<file path="src/rtl/cpu_pkg.sv">
// Shared types and helpers for the instruction-memory port arbiter.
package cpu_pkg;

    localparam int unsigned WORD_BYTES = 4;
    localparam int unsigned IDX_W      = 64;

    typedef enum logic [1:0] {
        RUN  = 2'd0,
        LOAD = 2'd1,
        DONE = 2'd2
    } arb_state_e;

    // Byte address to word index; callers widen their address to IDX_W first.
    function automatic logic [IDX_W-1:0] addr_to_index(input logic [IDX_W-1:0] addr);
        return addr >> $clog2(WORD_BYTES);
    endfunction

endpackage

</file>
<file path="src/rtl/imem_fetch_resp.sv">
// Registered fetch response: returns the word read at the grant edge, or an
// error with zero data for misaligned / out-of-range fetch addresses.
module imem_fetch_resp
    import cpu_pkg::*;
#(
    parameter int unsigned DATA_WIDTH    = 32,
    parameter int unsigned ADDRESS_WIDTH = 32,
    parameter int unsigned DEPTH         = 256
) (
    input  logic                     clk,
    input  logic                     rst_n,
    input  logic                     gnt_i,
    input  logic [ADDRESS_WIDTH-1:0] addr_i,
    input  logic [DATA_WIDTH-1:0]    rdata_i,
    output logic                     valid_o,
    output logic [DATA_WIDTH-1:0]    data_o,
    output logic                     err_o
);

    logic                  valid_q;
    logic [DATA_WIDTH-1:0] data_q;
    logic                  err_q;
    logic                  err_c;

    assign err_c = (addr_i[1:0] != 2'b00) ||
                   (addr_to_index(IDX_W'(addr_i)) >= IDX_W'(DEPTH));

    always_ff @(posedge clk or negedge rst_n) begin
        if (!rst_n) begin
            valid_q <= 1'b0;
            data_q  <= '0;
            err_q   <= 1'b0;
        end else begin
            valid_q <= gnt_i;
            if (gnt_i) begin
                err_q  <= err_c;
                data_q <= err_c ? '0 : rdata_i;
            end
        end
    end

    assign valid_o = valid_q;
    assign data_o  = data_q;
    assign err_o   = err_q;

endmodule

</file>
<file path="src/rtl/imem_load_arbiter.sv">
// Shares the single instruction-memory port between fetch (default owner)
// and a sequential program-loader stream.
module imem_load_arbiter
    import cpu_pkg::*;
#(
    parameter int unsigned              DATA_WIDTH    = 32,
    parameter int unsigned              ADDRESS_WIDTH = 32,
    parameter int unsigned              DEPTH         = 256,
    parameter logic [ADDRESS_WIDTH-1:0] BASE_ADDR     = '0
) (
    input  logic                       clk,
    input  logic                       rst_n,
    input  logic                       fetchReq,
    input  logic [ADDRESS_WIDTH-1:0]   fetchAddr,
    output logic                       fetchGnt,
    output logic                       fetchValid,
    output logic [DATA_WIDTH-1:0]      fetchData,
    output logic                       fetchErr,
    input  logic                       loadStart,
    input  logic                       loadValid,
    input  logic [DATA_WIDTH-1:0]      loadData,
    input  logic                       loadLast,
    output logic                       loadReady,
    output logic                       loadDone,
    output logic                       loadOverflow,
    output logic [$clog2(DEPTH):0]     loadCount,
    output logic [ADDRESS_WIDTH-1:0]   memAddr,
    output logic                       memWe,
    output logic [DATA_WIDTH-1:0]      memWdata,
    input  logic [DATA_WIDTH-1:0]      memRdata
);

    localparam int unsigned CNT_W = $clog2(DEPTH) + 1;

    arb_state_e               state_q, state_d;
    logic [ADDRESS_WIDTH-1:0] wptr_q, wptr_d;
    logic [CNT_W-1:0]         cnt_q, cnt_d;
    logic                     ovf_q, ovf_d;
    logic                     gnt_c;
    logic                     wptr_in_range_c;

    assign wptr_in_range_c = addr_to_index(IDX_W'(wptr_q)) < IDX_W'(DEPTH);

    always_ff @(posedge clk or negedge rst_n) begin
        if (!rst_n) begin
            state_q <= RUN;
            wptr_q  <= BASE_ADDR;
            cnt_q   <= '0;
            ovf_q   <= 1'b0;
        end else begin
            state_q <= state_d;
            wptr_q  <= wptr_d;
            cnt_q   <= cnt_d;
            ovf_q   <= ovf_d;
        end
    end

    always_comb begin
        state_d   = state_q;
        wptr_d    = wptr_q;
        cnt_d     = cnt_q;
        ovf_d     = ovf_q;
        gnt_c     = 1'b0;
        loadReady = 1'b0;
        memWe     = 1'b0;
        memWdata  = '0;
        memAddr   = fetchAddr;
        unique case (state_q)
            RUN: begin
                gnt_c = fetchReq;
                if (loadStart) begin
                    state_d = LOAD;
                    wptr_d  = BASE_ADDR;
                    cnt_d   = '0;
                    ovf_d   = 1'b0;
                end
            end
            LOAD: begin
                loadReady = 1'b1;
                memAddr   = wptr_q;
                if (loadValid) begin
                    // Words past the end still advance the pointer and count.
                    if (wptr_in_range_c) begin
                        memWe    = 1'b1;
                        memWdata = loadData;
                    end else begin
                        ovf_d = 1'b1;
                    end
                    wptr_d = wptr_q + ADDRESS_WIDTH'(WORD_BYTES);
                    if (cnt_q != '1) begin
                        cnt_d = cnt_q + CNT_W'(1);
                    end
                    if (loadLast) begin
                        state_d = DONE;
                    end
                end
            end
            DONE: begin
                state_d = RUN;
            end
            default: begin
                state_d = RUN;
            end
        endcase
    end

    // Grant is combinational, so hold it low while reset is asserted.
    assign fetchGnt     = gnt_c & rst_n;
    assign loadDone     = (state_q == DONE);
    assign loadCount    = cnt_q;
    assign loadOverflow = ovf_q;

    imem_fetch_resp #(
        .DATA_WIDTH   (DATA_WIDTH),
        .ADDRESS_WIDTH(ADDRESS_WIDTH),
        .DEPTH        (DEPTH)
    ) u_fetch_resp (
        .clk    (clk),
        .rst_n  (rst_n),
        .gnt_i  (gnt_c),
        .addr_i (fetchAddr),
        .rdata_i(memRdata),
        .valid_o(fetchValid),
        .data_o (fetchData),
        .err_o  (fetchErr)
    );

endmodule

</file>
<file path="config.mk">
export PLATFORM = sky130hd
export DESIGN_NAME = imem_load_arbiter
export DESIGN_NICKNAME = d
export VERILOG_FILES = /design/src/rtl/cpu_pkg.sv /design/src/rtl/imem_fetch_resp.sv /design/src/rtl/imem_load_arbiter.sv
export SDC_FILE = /design/constraint.sdc
export NUM_CORES = 1
export LEC_CHECK = 0
export ABC_AREA = 1
export BUFFER_PORTS_ARGS = -buffer_cell sky130_fd_sc_hd__buf_2
export CORE_AREA = 2 2 82 116
export CTS_BUF_LIST = sky130_fd_sc_hd__clkbuf_8
export DETAILED_ROUTE_END_ITERATION = 16
export DIE_AREA = 0 0 84 118
export PLACE_DENSITY = 0.87
export SLEW_MARGIN = 20
export SYNTH_ARGS = -nofsm -noshare
export SYNTH_HDL_FRONTEND = slang
export SYNTH_SLANG_ARGS = --single-unit
</file>
<file path="constraint.sdc">
create_clock -name clk -period 3.8 [get_ports clk]
set_input_delay 0.76 -clock clk [delete_from_list [all_inputs] [get_ports clk]]
set_output_delay 0.76 -clock clk [all_outputs]
set_load 0.005 [all_outputs]
</file>
* Word level (Yosys, flattened, before mapping)
Index checks and enable logic that the tools add are counted.
** Storage, ports and cells
- Register bits after elaboration :: 78
- Bits of input ports :: 102
- Output and inout bits :: 112
- Logic and storage cells :: 53
** Cells by class
- Add/sub/neg operators :: 2
- Magnitude comparators :: 2
- Eq/ne operators :: 8
- Muxes and demuxes :: 25
- Bitwise gates (word level) :: 1
- Reduce and logical (&&, ||, !) cells :: 8
** Operators by type and width (count)
- 32-bit 2-to-1 mux :: 7
- 32-bit case mux with 2 select lines :: 1
- 32-bit by 3-bit adder with 32-bit output, second input constant :: 1
- 30-bit by 9-bit greater-or-equal comparator with 1-bit output, second input constant :: 1
- 30-bit by 9-bit < comparator with 1-bit output, second input constant :: 1
- 9-bit 2-to-1 mux :: 3
- 9-bit case mux with 2 select lines :: 1
- 2-bit inequality test, second input constant :: 5
- 9-bit by 1-bit adder with 9-bit output, second input constant :: 1
- 9-bit inequality test, second input constant :: 1
- 1-bit 2-to-1 mux :: 8
- 4-bit AND reduction :: 2
- 2-bit 2-to-1 mux :: 3
- 3-bit AND reduction :: 2
- 2-bit case mux with 2 select lines :: 1
- 2-bit nonzero test :: 2
- 2-bit by 1-bit == test with 1-bit output, second input constant :: 1
- 2-bit == test, second input constant :: 1
- 2-bit zero test :: 1
- 1-bit case mux with 2 select lines :: 1
- 1-bit AND :: 1
- 1-bit logical OR :: 1

* Logic depth before layout (Yosys ltp)
Gate-level depths: netlist of run 1.
- Depth in word-level cells :: 4
- Gate-level depth with buffers :: 12
- Depth with buffers taken out :: 12

* Cells and area by module
A second synthesis of run 1 with hierarchy kept.
** Unflattened totals
- Cells, all modules :: 763
- Area, all modules :: 4956.0 µm²
** By module, submodules not included
- imem_load_arbiter :: times used 1, cells an instance 527, area each 3178.0 µm², seq. area each 1051.0 µm²
- imem_fetch_resp :: times used 1, cells an instance 236, area each 1778.0 µm², seq. area each 850.8 µm²

* Worst setup path before layout of run 1
Ideal clock, no wire load.
- Path type :: input-to-output
- From :: input port loadValid
- To :: output port memWdata[22]
- Arrival :: 1.432 ns
- Required time :: 3.040 ns
- Slack :: 1.608 ns
- Stages on the path :: 5
- Path buffers :: 1
- Cells stage by stage :: nand3_1 > inv_1 > nand3_1 > buf_2 > nor2_1
** On the way
- Cells in the longest elaborated chain, start to end :: 2
** RTL lines
- start: declaration :: RTL line imem_load_arbiter.sv:20 : input logic loadValid,
- 32-bit 2-to-1 mux :: RTL line imem_load_arbiter.sv:81 : if (loadValid) begin
- 32-bit 2-to-1 mux :: RTL line imem_load_arbiter.sv:68 : unique case (state_q)
- end: declaration :: RTL line imem_load_arbiter.sv:29 : output logic [DATA_WIDTH-1:0] memWdata,
Every way passes these cells.

* Final worst setup path of run 1
- From :: register state_q[0]
- To :: output port memAddr[7]
** On the way
- Cells in the longest elaborated chain, start to end :: 2
** RTL lines
- start: declaration :: RTL line imem_load_arbiter.sv:35 : arb_state_e state_q, state_d;
- start signal: assignment :: RTL line imem_load_arbiter.sv:51 : state_q <= state_d;
- 2-bit by 1-bit == test with 1-bit output :: RTL line imem_load_arbiter.sv:68
- 32-bit 2-to-1 mux :: RTL line imem_load_arbiter.sv:68
- end: declaration :: RTL line imem_load_arbiter.sv:27 : output logic [ADDRESS_WIDTH-1:0] memAddr,
Every way passes these cells.

==> results of run 1 <==
==> per-stage QoR <==
stage,worst slack (ns),hold WS (ns),power [mW],instance area [um^2],std cells
6_report,0.871,0.475,2.40,5880,996
5_1_grt,0.592,0.501,2.54,5880,996
4_1_cts,0.853,0.481,2.41,5880,996
3_5_place_dp,1.26,0.460,1.71,5650,980
3_3_place_gp,1.28,0.458,1.70,5650,980
2_1_floorplan,1.61,0.464,1.37,4510,677
==> kinds of logic (layout without fill, tap and decap cells) <==
family,count (synthesis),count (layout),share of synthesized area (%)
buf+inv,130,342,11.6
compound gates,60,60,6.76
fa+ha+maj,3,3,0.832
simple gates,407,407,38.5
flops,76,76,42.1
xor+xnor,1,1,0.194
==> synth_stat cells (all sizes together) (2+ instances only) <==
| cell type | instances |
|---|---|
| nor3 | 9 |
| nand3b | 2 |
| a21oi | 18 |
| nand4 | 10 |
| buf | 17 |
| nor2 | 117 |
| dfrtp | 76 |
| inv | 105 |
| nand3 | 57 |
| o21ai | 40 |
| o21a | 2 |
| ha | 3 |
| clkbuf | 7 |
| nand2 | 210 |
==> worst max path at each step <==
stage                               to
after floorplan           memWdata[22]
after global placement    memWdata[11]
after detailed placement  memWdata[11]
after CTS                  memAddr[11]
after global routing        memAddr[3]
final                       memAddr[7]
==> critical path: stages (launching register included) <==
cell and delay (ns):
dfrtp_1 0.44, inv_1 0.09, nor2_2 0.08, buf_4 0.35, inv_1 0.44, o21ai_0 0.26
buf_2 0.14
==> flip-flops by register name (all words and copies together), names as in the netlist <==
name and count:
u_fetch_resp.data_o 32, wptr_q 30, loadCount 9, state_q 2, loadOverflow 1, u_fetch_resp.err_o 1, u_fetch_resp.valid_o 1
==> power groups by stage <==
stage	Combinational [mW]	Clock, mW	Sequential (mW)
3_3_place_gp	0.798	0	0.899
4_1_cts	0.811	0.718	0.884
6_report	0.800	0.713	0.885
2_1_floorplan	0.475	0	0.896
3_5_place_dp	0.808	0	0.900
5_1_grt	0.898	0.753	0.890
==> routing by layer <==
layer | track usage (%) | routed length [um] | vias up
met4 | 11.0 | 320 | 0
met5 | 0 | 0 | -
li1 | - | - | 2492
met2 | 47.1 | 6700 | 192
met3 | 5.68 | 978 | 22
met1 | 27.8 | 4710 | 2224
==> area by class of cell <==
cell class | instances | area [um^2] | area share [%]
clock inverters | 6 | 93.8 | 1.60
well taps | 107 | 134 | 2.28
clock buffers | 10 | 138 | 2.34
repair buffers | 220 | 1120 | 19.1
multi-input cells | 471 | 2100 | 35.6
inverters | 106 | 399 | 6.78
flip-flops and latches | 76 | 1900 | 32.3
==> flow_summary.yaml, run 1 <==
yosys:
  synth_area_per_cell_um2: 6.67
  ys.flop_type: "dfrtp_1"
  yosysWarningCount: 0
  syn_area_mm2: 0.00451
  synth_top_area_share_pct: 42.1
  ys_seq_area_share_pct: 42.1
  synth_nets: 782
  synthCells: 677
  synth_edf_count: 0
  ys_ff_latch: 76
  synthDistinctLibCells: 28
  synthTopCellsByArea: "dfrtp_1 42%, nand2_1 17%, nor2_1 8.9%"
  postSynth.asyncResetShare_pct: 100
  synth_largest_area_cell: "dfrtp_1"
pwr:
  p_leak_nw: 3.59
  ir_drop_v: 0.000381
  p_int_mw: 1.53
  cellPowerDensity_mw_per_mm2: 408
  seq_power_share_pct: 36.9
  pwr-share-comb_pct: 33.4
  swShare_pct: 36.1
  p_switching_uw: 865
  power_frac_clock_pct: 29.7
run:
  max_cap_violations: 0
final_layout:
  area_growth_pct: 30.3
  fin_util_pct: 66.3
  num_antenna_cells: 0
  drive_above_1_share_pct: 29.1
  layout_common_cells: "212 x buf_2, 207 x nand2_1, 107 x nor2_1, 104 x inv_1, 76 x dfrtp_1"
  layout_commonest_cell: "buf_2"
  fill_cells: 812
  nets: 989
floorplanning:
  io_pins: 214
  die_x_um: 84
  core_area_mm2: 0.00887
  die_height_um: 118
  die-area_mm2: 0.00991
  start_util_pct: 50.9
  row_count: 41
sta:
  fin_crit_ns: 2.93
  setup_viol: 0
  finalHoldViolCount: 0
  slew_violations: 0
  fmax_mhz: 341
  tightest_slew_ns: 0.952
  rsz0062_at_grt: "false"
  skew_ns: 0.0142
  relSlewSlack_pct: 36.6
  min_period_over_period_pct: 77.1
  finalSetupTns_ns: 0
grt:
  grt_pass1_wl_um: 20500
  grt_usage_pct: 25.6
  antenna_found_initial: 0
  grt_pass1_vias: 4526
  overflow: 0
  grt_max_degree: 77
min_path:
  min_from: "u_fetch_resp.data_o[28]"
  worstHoldEndpoint: "u_fetch_resp.data_o[28]"
  hold_depth: 2
  hold_class: "register to register"
cts:
  cts.sinks: 76
  clockBufferDepth: 2
  htreeDepth: 3
  clk_pin_slew_ns: 0.09
  clk_latency_ns: 0.36
  cts_tree: "built"
  cts_resized: 0
  cts-buffers-inserted: 9
  post-cts-setup-buffers: 0
  hold_buffers: 0
  cts-root-buf: "clkbuf_8"
critical_path:
  crit_type: "register to output pin"
  reg2reg_depth: 9
  reg2reg_to: "wptr_q[31]"
  worstSetupEndpointType: "output pin"
  required_ns: 3.04
  arrival_ns: 2.17
  critPathMaxFanout: 46
  r2r_start: "state_q[0]"
  regToRegSetupSlack_ns: 1.81
  setup.worst_path.start_class: "register"
  startpoint: "state_q[0]"
route:
  drtIter0Drc: 278
  drt_wl_total_um: 12700
  postRouteAntennaNets: 0
  first_pass_iters: 5
  vias: 4930
  vias_per_cell: 4.95
  drc: 0
  routedWlPerCell_um: 12.8
placed_design:
  gp_congestion: 0.876
  hpwl_um: 9790
  port_buffers: 213
outcome:
  status: "finished, final reports clean"
Note: power is estimated with default switching activity, not from simulation.
==> run 2: changes to the inputs <==
CORE_AREA = 2 2 85 120   (was 2 2 82 116)
DIE_AREA = 0 0 87 122   (was 0 0 84 118)
PLACE_DENSITY = 0.81   (was 0.87)
clock period = 3 ns   (was 3.8 ns; I/O delays follow)
==> run 2 against run 1 <==
Against the previous run: critical endpoint is now memWdata[7]; via count is 0.63% lower; total power grew 18%; utilization fell by 5.7 points; sequential share of layout area is 0.28 points higher; highest routed layer unchanged; hold slack got worse by 0.028 ns; clock skew shrank 0.0018 ns; register-to-register slack worse by 0.73 ns; design area shrank 0.87%; critical path depth rose by 1.
==> flow_summary.yaml, run 2 (same netlist as run 1, synthesis figures left out) <==
final_layout:
  drive_above_1_share_pct: 29.1
  nets: 990
  multi_input_area_mm2: 0.00210
  area_growth_pct: 29.2
  regArea_mm2: 0.00190
  num_antenna_cells: 0
  fill_cells: 929
  largest_reg_flops: 32
  layout_common_cells: "212 x buf_2, 207 x nand2_1, 107 x nor2_1, 105 x inv_1, 76 x dfrtp_1"
  layout_commonest_cell: "buf_2"
  final_cell_area_mm2: 0.00583
route:
  drtIter0Drc: 246
  drc: 0
  vias: 4899
  postRouteAntennaNets: 0
  routedWlPerCell_um: 12.6
  drt_wl_total_um: 12600
  first_pass_iters: 5
  vias_per_cell: 4.89
sta:
  setup_viol: 0
  tightest_slew_ns: 0.969
  finalHoldViolCount: 0
  fin_crit_ns: 2.43
  min_period_over_period_pct: 81.1
  finalSetupTns_ns: 0
  rsz0062_at_grt: "false"
  fmax_mhz: 411
  slew_violations: 0
  relSlewSlack_pct: 35.4
  skew_ns: 0.0124
floorplanning:
  row_count: 43
  io_pins: 214
  die_height_um: 122
  die-area_mm2: 0.0106
  die_x_um: 87
  start_util_pct: 46.9
  core_area_mm2: 0.00963
run:
  max_cap_violations: 0
cts:
  post-cts-setup-buffers: 0
  clk_pin_slew_ns: 0.09
  cts-root-buf: "clkbuf_8"
  cts-buffers-inserted: 9
  cts_tree: "built"
  clockBufferDepth: 2
  cts.sinks: 76
  htreeDepth: 3
  cts_resized: 0
  clk_latency_ns: 0.36
  hold_buffers: 0
critical_path:
  startpoint: "wptr_q[29]"
  worstPathCellList: "nor2_1 > nand4_1 > nor2_1 > nand3_1 > buf_4 > nor2_1 > buf_2"
  cp_top_family: "simple AND/OR/NAND/NOR gates"
  reg2reg_depth: 11
  r2r_start: "loadCount[0]"
  regToRegSetupSlack_ns: 1.08
  reg2reg_to: "loadCount[0]"
  required_ns: 2.40
  slowest_stage: "dfrtp_1"
  worstSetupPathDepth: 7
  crit_type: "register to output pin"
  critPathMaxFanout: 33
  worstSetupEndpointType: "output pin"
  critPathCapture: "memWdata[7]"
  arrival_ns: 1.83
  slowest_delay_ns: 0.44
  crit_buf_inv: 2
  setup.worst_path.start_class: "register"
  cp_common_cell: "nor2_1"
grt:
  grt_usage_pct: 23.8
  grt_pass1_vias: 4346
  overflow: 0
  grt_pass1_wl_um: 19600
  antenna_found_initial: 0
  grt_max_degree: 77
pwr:
  pwr-share-comb_pct: 36.0
  p_switching_mw: 1.08
  seq_power_share_pct: 39.7
  p_int_mw: 1.75
  ir_drop_v: 0.000319
  p_leak_nw: 3.56
  cellPowerDensity_mw_per_mm2: 485
  swShare_pct: 38.3
  power_frac_clock_pct: 24.4
outcome:
  status: "finished, final reports clean"
placed_design:
  port_buffers: 213
  hpwl_um: 9670
  gp_congestion: 0.901
  placed_area_mm2: 0.00567
min_path:
  hold_class: "input pin to register"
run 2: cell count changes in the layout (fill, tap and decap cells not counted):
cell        delta
clkinv_2       +3
bufinv_16      -2
buf_4          +1
clkbuf_8       -1
clkinv_4       -1
clkinvlp_4     +1
inv_1          +1
inv_6          -1
run 2: final cells by class:
cell class                      instances  share of cell area, %
Multi-Input combinational cell        471                   35.9
Sequential cell                        76                   32.6
Clock inverter                          7                  0.729
Inverter                              106                   6.84
Tap cell                              112                   2.40
Clock buffer                            9                   2.12
Timing Repair Buffer                  221                   19.4
run 2: tightest hold or removal path, cell delays in order:
cell,delay (ns)
buf_2,0.07
nand3_1,0.06
nand2_1,0.05
run 2: worst min-delay path by stage:
| stage | from | to | cells past startpoint | slack [ns] |
|---|---|---|---|---|
| 6_report | memRdata[13] | u_fetch_resp.data_o[13] | 3 | 0.45 |
| 2_1_floorplan | rst_n | loadCount[0] | 0 | 0.30 |
| 3_5_place_dp | u_fetch_resp.data_o[9] | u_fetch_resp.data_o[9] | 2 | 0.46 |
| 4_1_cts | memRdata[16] | u_fetch_resp.data_o[16] | 3 | 0.43 |
| 5_1_grt | memRdata[21] | u_fetch_resp.data_o[21] | 3 | 0.44 |
| 3_3_place_gp | u_fetch_resp.data_o[12] | u_fetch_resp.data_o[12] | 2 | 0.46 |
run 2: metrics by stage:
stage	hold WS [ns]	setup WS, ns	power (mW)	util [%]	instances
floorplan	0.304	1.13	1.74	-	677
global placement	0.458	0.909	2.15	58.8	986
detailed placement	0.459	0.851	2.17	58.8	986
CTS	0.434	0.558	2.86	60.6	1002
global route	0.445	0.417	3.04	60.6	1002
finish	0.446	0.566	2.83	60.6	1002
run 2: power by group through the flow:
stage	clock, mW	sequential, mW	combinational [mW]
after CTS	0.708	1.12	1.03
after global routing	0.751	1.13	1.15
after floorplan	0	1.14	0.602
final	0.690	1.12	1.02
after global placement	0	1.14	1.01
after detailed placement	0	1.14	1.03
run 2: metal layers:
| layer | GRT usage (%) | up-vias | wire length [um] |
|---|---|---|---|
| met3 | 5.62 | 20 | 888 |
| met4 | 9.86 | 0 | 308 |
| met5 | 0 | - | 0 |
| li1 | - | 2488 | - |
| met1 | 25.9 | 2226 | 4860 |
| met2 | 43.3 | 165 | 6550 |
==> run 3: changes to the inputs <==
CORE_AREA = 2 2 89 125   (was 2 2 85 120)
DIE_AREA = 0 0 91 127   (was 0 0 87 122)
PLACE_DENSITY = 0.78   (was 0.81)
clock period = 2.01 ns   (was 3 ns; I/O delays follow)
==> run 3 against run 2 <==
Against the previous run: the run now ends with negative setup slack left; total power up 100%; design area up 14%; sequential power up 50%; largest power group is now combinational logic; non-clock buffer count up 41; register-to-register slack worse by 1.0 ns.
==> flow_summary.yaml, run 3 (same netlist as run 1, synthesis figures left out) <==
outcome:
  status: "finished, violations left"
  violations: "negative setup slack"
floorplanning:
  die-area_mm2: 0.0116
  start_util_pct: 43.6
  row_count: 44
  die_x_um: 91
  die_height_um: 127
  io_pins: 214
  core_area_mm2: 0.0103
sta:
  fmax_mhz: 471
  setup_viol: 58
  rsz0062_at_grt: "true"
  min_period_over_period_pct: 106
  fin_crit_ns: 2.12
  whs_ns: 0.245
  timing.final.ws_setup_ns: -0.111
  relSlewSlack_pct: 35.2
  skew_ns: 0.0154
  slew_violations: 0
  tightest_slew_ns: 0.972
  finalHoldViolCount: 0
grt:
  antenna_found_initial: 2
  overflow: 0
  grt_pass1_vias: 4938
  grt_pass1_wl_um: 22800
  grt_max_degree: 77
  grt_usage_pct: 24.8
pwr:
  power_frac_clock_pct: 25.7
  pwr-share-comb_pct: 44.9
  cellPowerDensity_mw_per_mm2: 859
  p_leak_nw: 3.97
  ir_drop_v: 0.000420
  p_int_mw: 3.62
  swShare_pct: 36.5
  seq_power_share_pct: 29.5
  p_switching_mw: 2.08
placed_design:
  placed_area_mm2: 0.00592
  gp_congestion: 0.886
  port_buffers: 213
  hpwl_um: 11000
critical_path:
  reg2reg_to: "loadCount[7]"
  slowest_stage: "dfrtp_1"
  regToRegSetupSlack_ns: 0.06
  reg2reg_depth: 11
  setup.worst_path.start_class: "register"
  cp_common_cell: "buf_12"
  crit_buf_inv: 6
  crit_type: "register to output pin"
  critPathMaxFanout: 10
  arrival_ns: 1.72
  worstSetupEndpointType: "output pin"
  cp_top_family: "buffers and inverters"
  worstPathCellList: "inv_2 > nor2_4 > buf_12 > inv_8 > buf_12 > buf_12 > o21ai_0 > buf_2"
  required_ns: 1.61
  r2r_start: "loadCount[0]"
  slowest_delay_ns: 0.45
route:
  drc: 0
  drtIter0Drc: 306
  drt_wl_total_um: 15600
  vias_per_cell: 5.00
  first_pass_iters: 5
  vias: 5357
  postRouteAntennaNets: 0
  routedWlPerCell_um: 14.6
cts:
  clockBufferDepth: 2
  cts.sinks: 76
  clk_latency_ns: 0.36
  htreeDepth: 3
  hold_buffers: 0
  cts-buffers-inserted: 9
  clk_pin_slew_ns: 0.09
  cts_tree: "built"
  cts-root-buf: "clkbuf_8"
final_layout:
  largest_reg_flops: 32
  final_cell_area_mm2: 0.00664
  area_growth_pct: 47.0
  layout_common_cells: "210 x buf_2, 185 x nand2_1, 103 x nor2_1, 102 x inv_1, 76 x dfrtp_1"
  fill_cells: 902
  drive_above_1_share_pct: 36.9
  fin_util_pct: 64.1
  nets: 1031
  layout_commonest_cell: "buf_2"
run:
  max_cap_violations: 0
min_path:
  worstHoldEndpoint: "state_q[0]"
  hold_class: "input pin to register"
  min_from: "loadValid"
  hold_depth: 2
[run 3: per-stage QoR]
step           worst slack [ns]  total power [mW]  cells  setup TNS, ns
2_1_floorplan             0.254              2.59    677              0
3_3_place_gp             0.0996              3.34   1037              0
3_5_place_dp             0.0470              3.35   1037              0
4_1_cts                  -0.120              4.91   1056          -2.35
5_1_grt                  -0.237              5.97   1071          -8.58
6_report                 -0.111              5.70   1071          -3.07
[run 3: area by class of cell]
| class | count | area (um^2) | area share (%) |
|---|---|---|---|
| antenna | 2 | 5.00 | 0.0754 |
| timing repair buffer | 262 | 1640 | 24.6 |
| sequential | 76 | 1900 | 28.7 |
| clock inverter | 7 | 123 | 1.85 |
| tap | 138 | 173 | 2.60 |
| multi-input combinational | 471 | 2270 | 34.2 |
| clock buffer | 9 | 124 | 1.87 |
| inverter | 106 | 407 | 6.13 |
[run 3: power by group through the flow]
stage	clock network [mW]	registers (mW)	logic (mW)
after floorplan	0	1.69	0.899
after global placement	0	1.70	1.64
after detailed placement	0	1.70	1.65
after CTS	1.47	1.67	1.77
after global routing	1.55	1.68	2.74
final	1.46	1.68	2.56
[run 3: worst reg2reg max path: cells and delay by family, from the launching register on]
family                     cells  cell delay [ns]
AOI/OAI and AO/OA              1             0.08
and+or+nand+nor                7             0.87
buffers and inverters          1             0.13
DFF                            1             0.40
adders and majority gates      2             0.35
[run 3: layer usage]
metal / vias to the layer above / GRT usage (%) / part of all wire (%)
met5: - / 0 / 0
met4: 0 / 14.3 / 4.9
met3: 57 / 5.84 / 9.2
met2: 322 / 43.1 / 49
met1: 2406 / 27.7 / 37
li1: 2572 / - / -
[run 3: how the worst max path moves through the flow]
stage | start | endpoint | cells past startpoint
5_1_grt | wptr_q[18] | memWdata[6] | 7
3_5_place_dp | loadCount[0] | loadCount[4] | 12
2_1_floorplan | loadCount[0] | loadCount[0] | 11
3_3_place_gp | loadCount[0] | loadCount[4] | 12
6_report | state_q[0] | memAddr[2] | 8
4_1_cts | wptr_q[12] | memWdata[22] | 7
[run 3: repair_timing]
item | in CTS | in global routing
cloned | 1 | 3
endpoints found under the setup margin | 53 | 72
pin swaps | 1 | 1
gates resized for setup | 11 | 82
setup buffers | 2 | 11
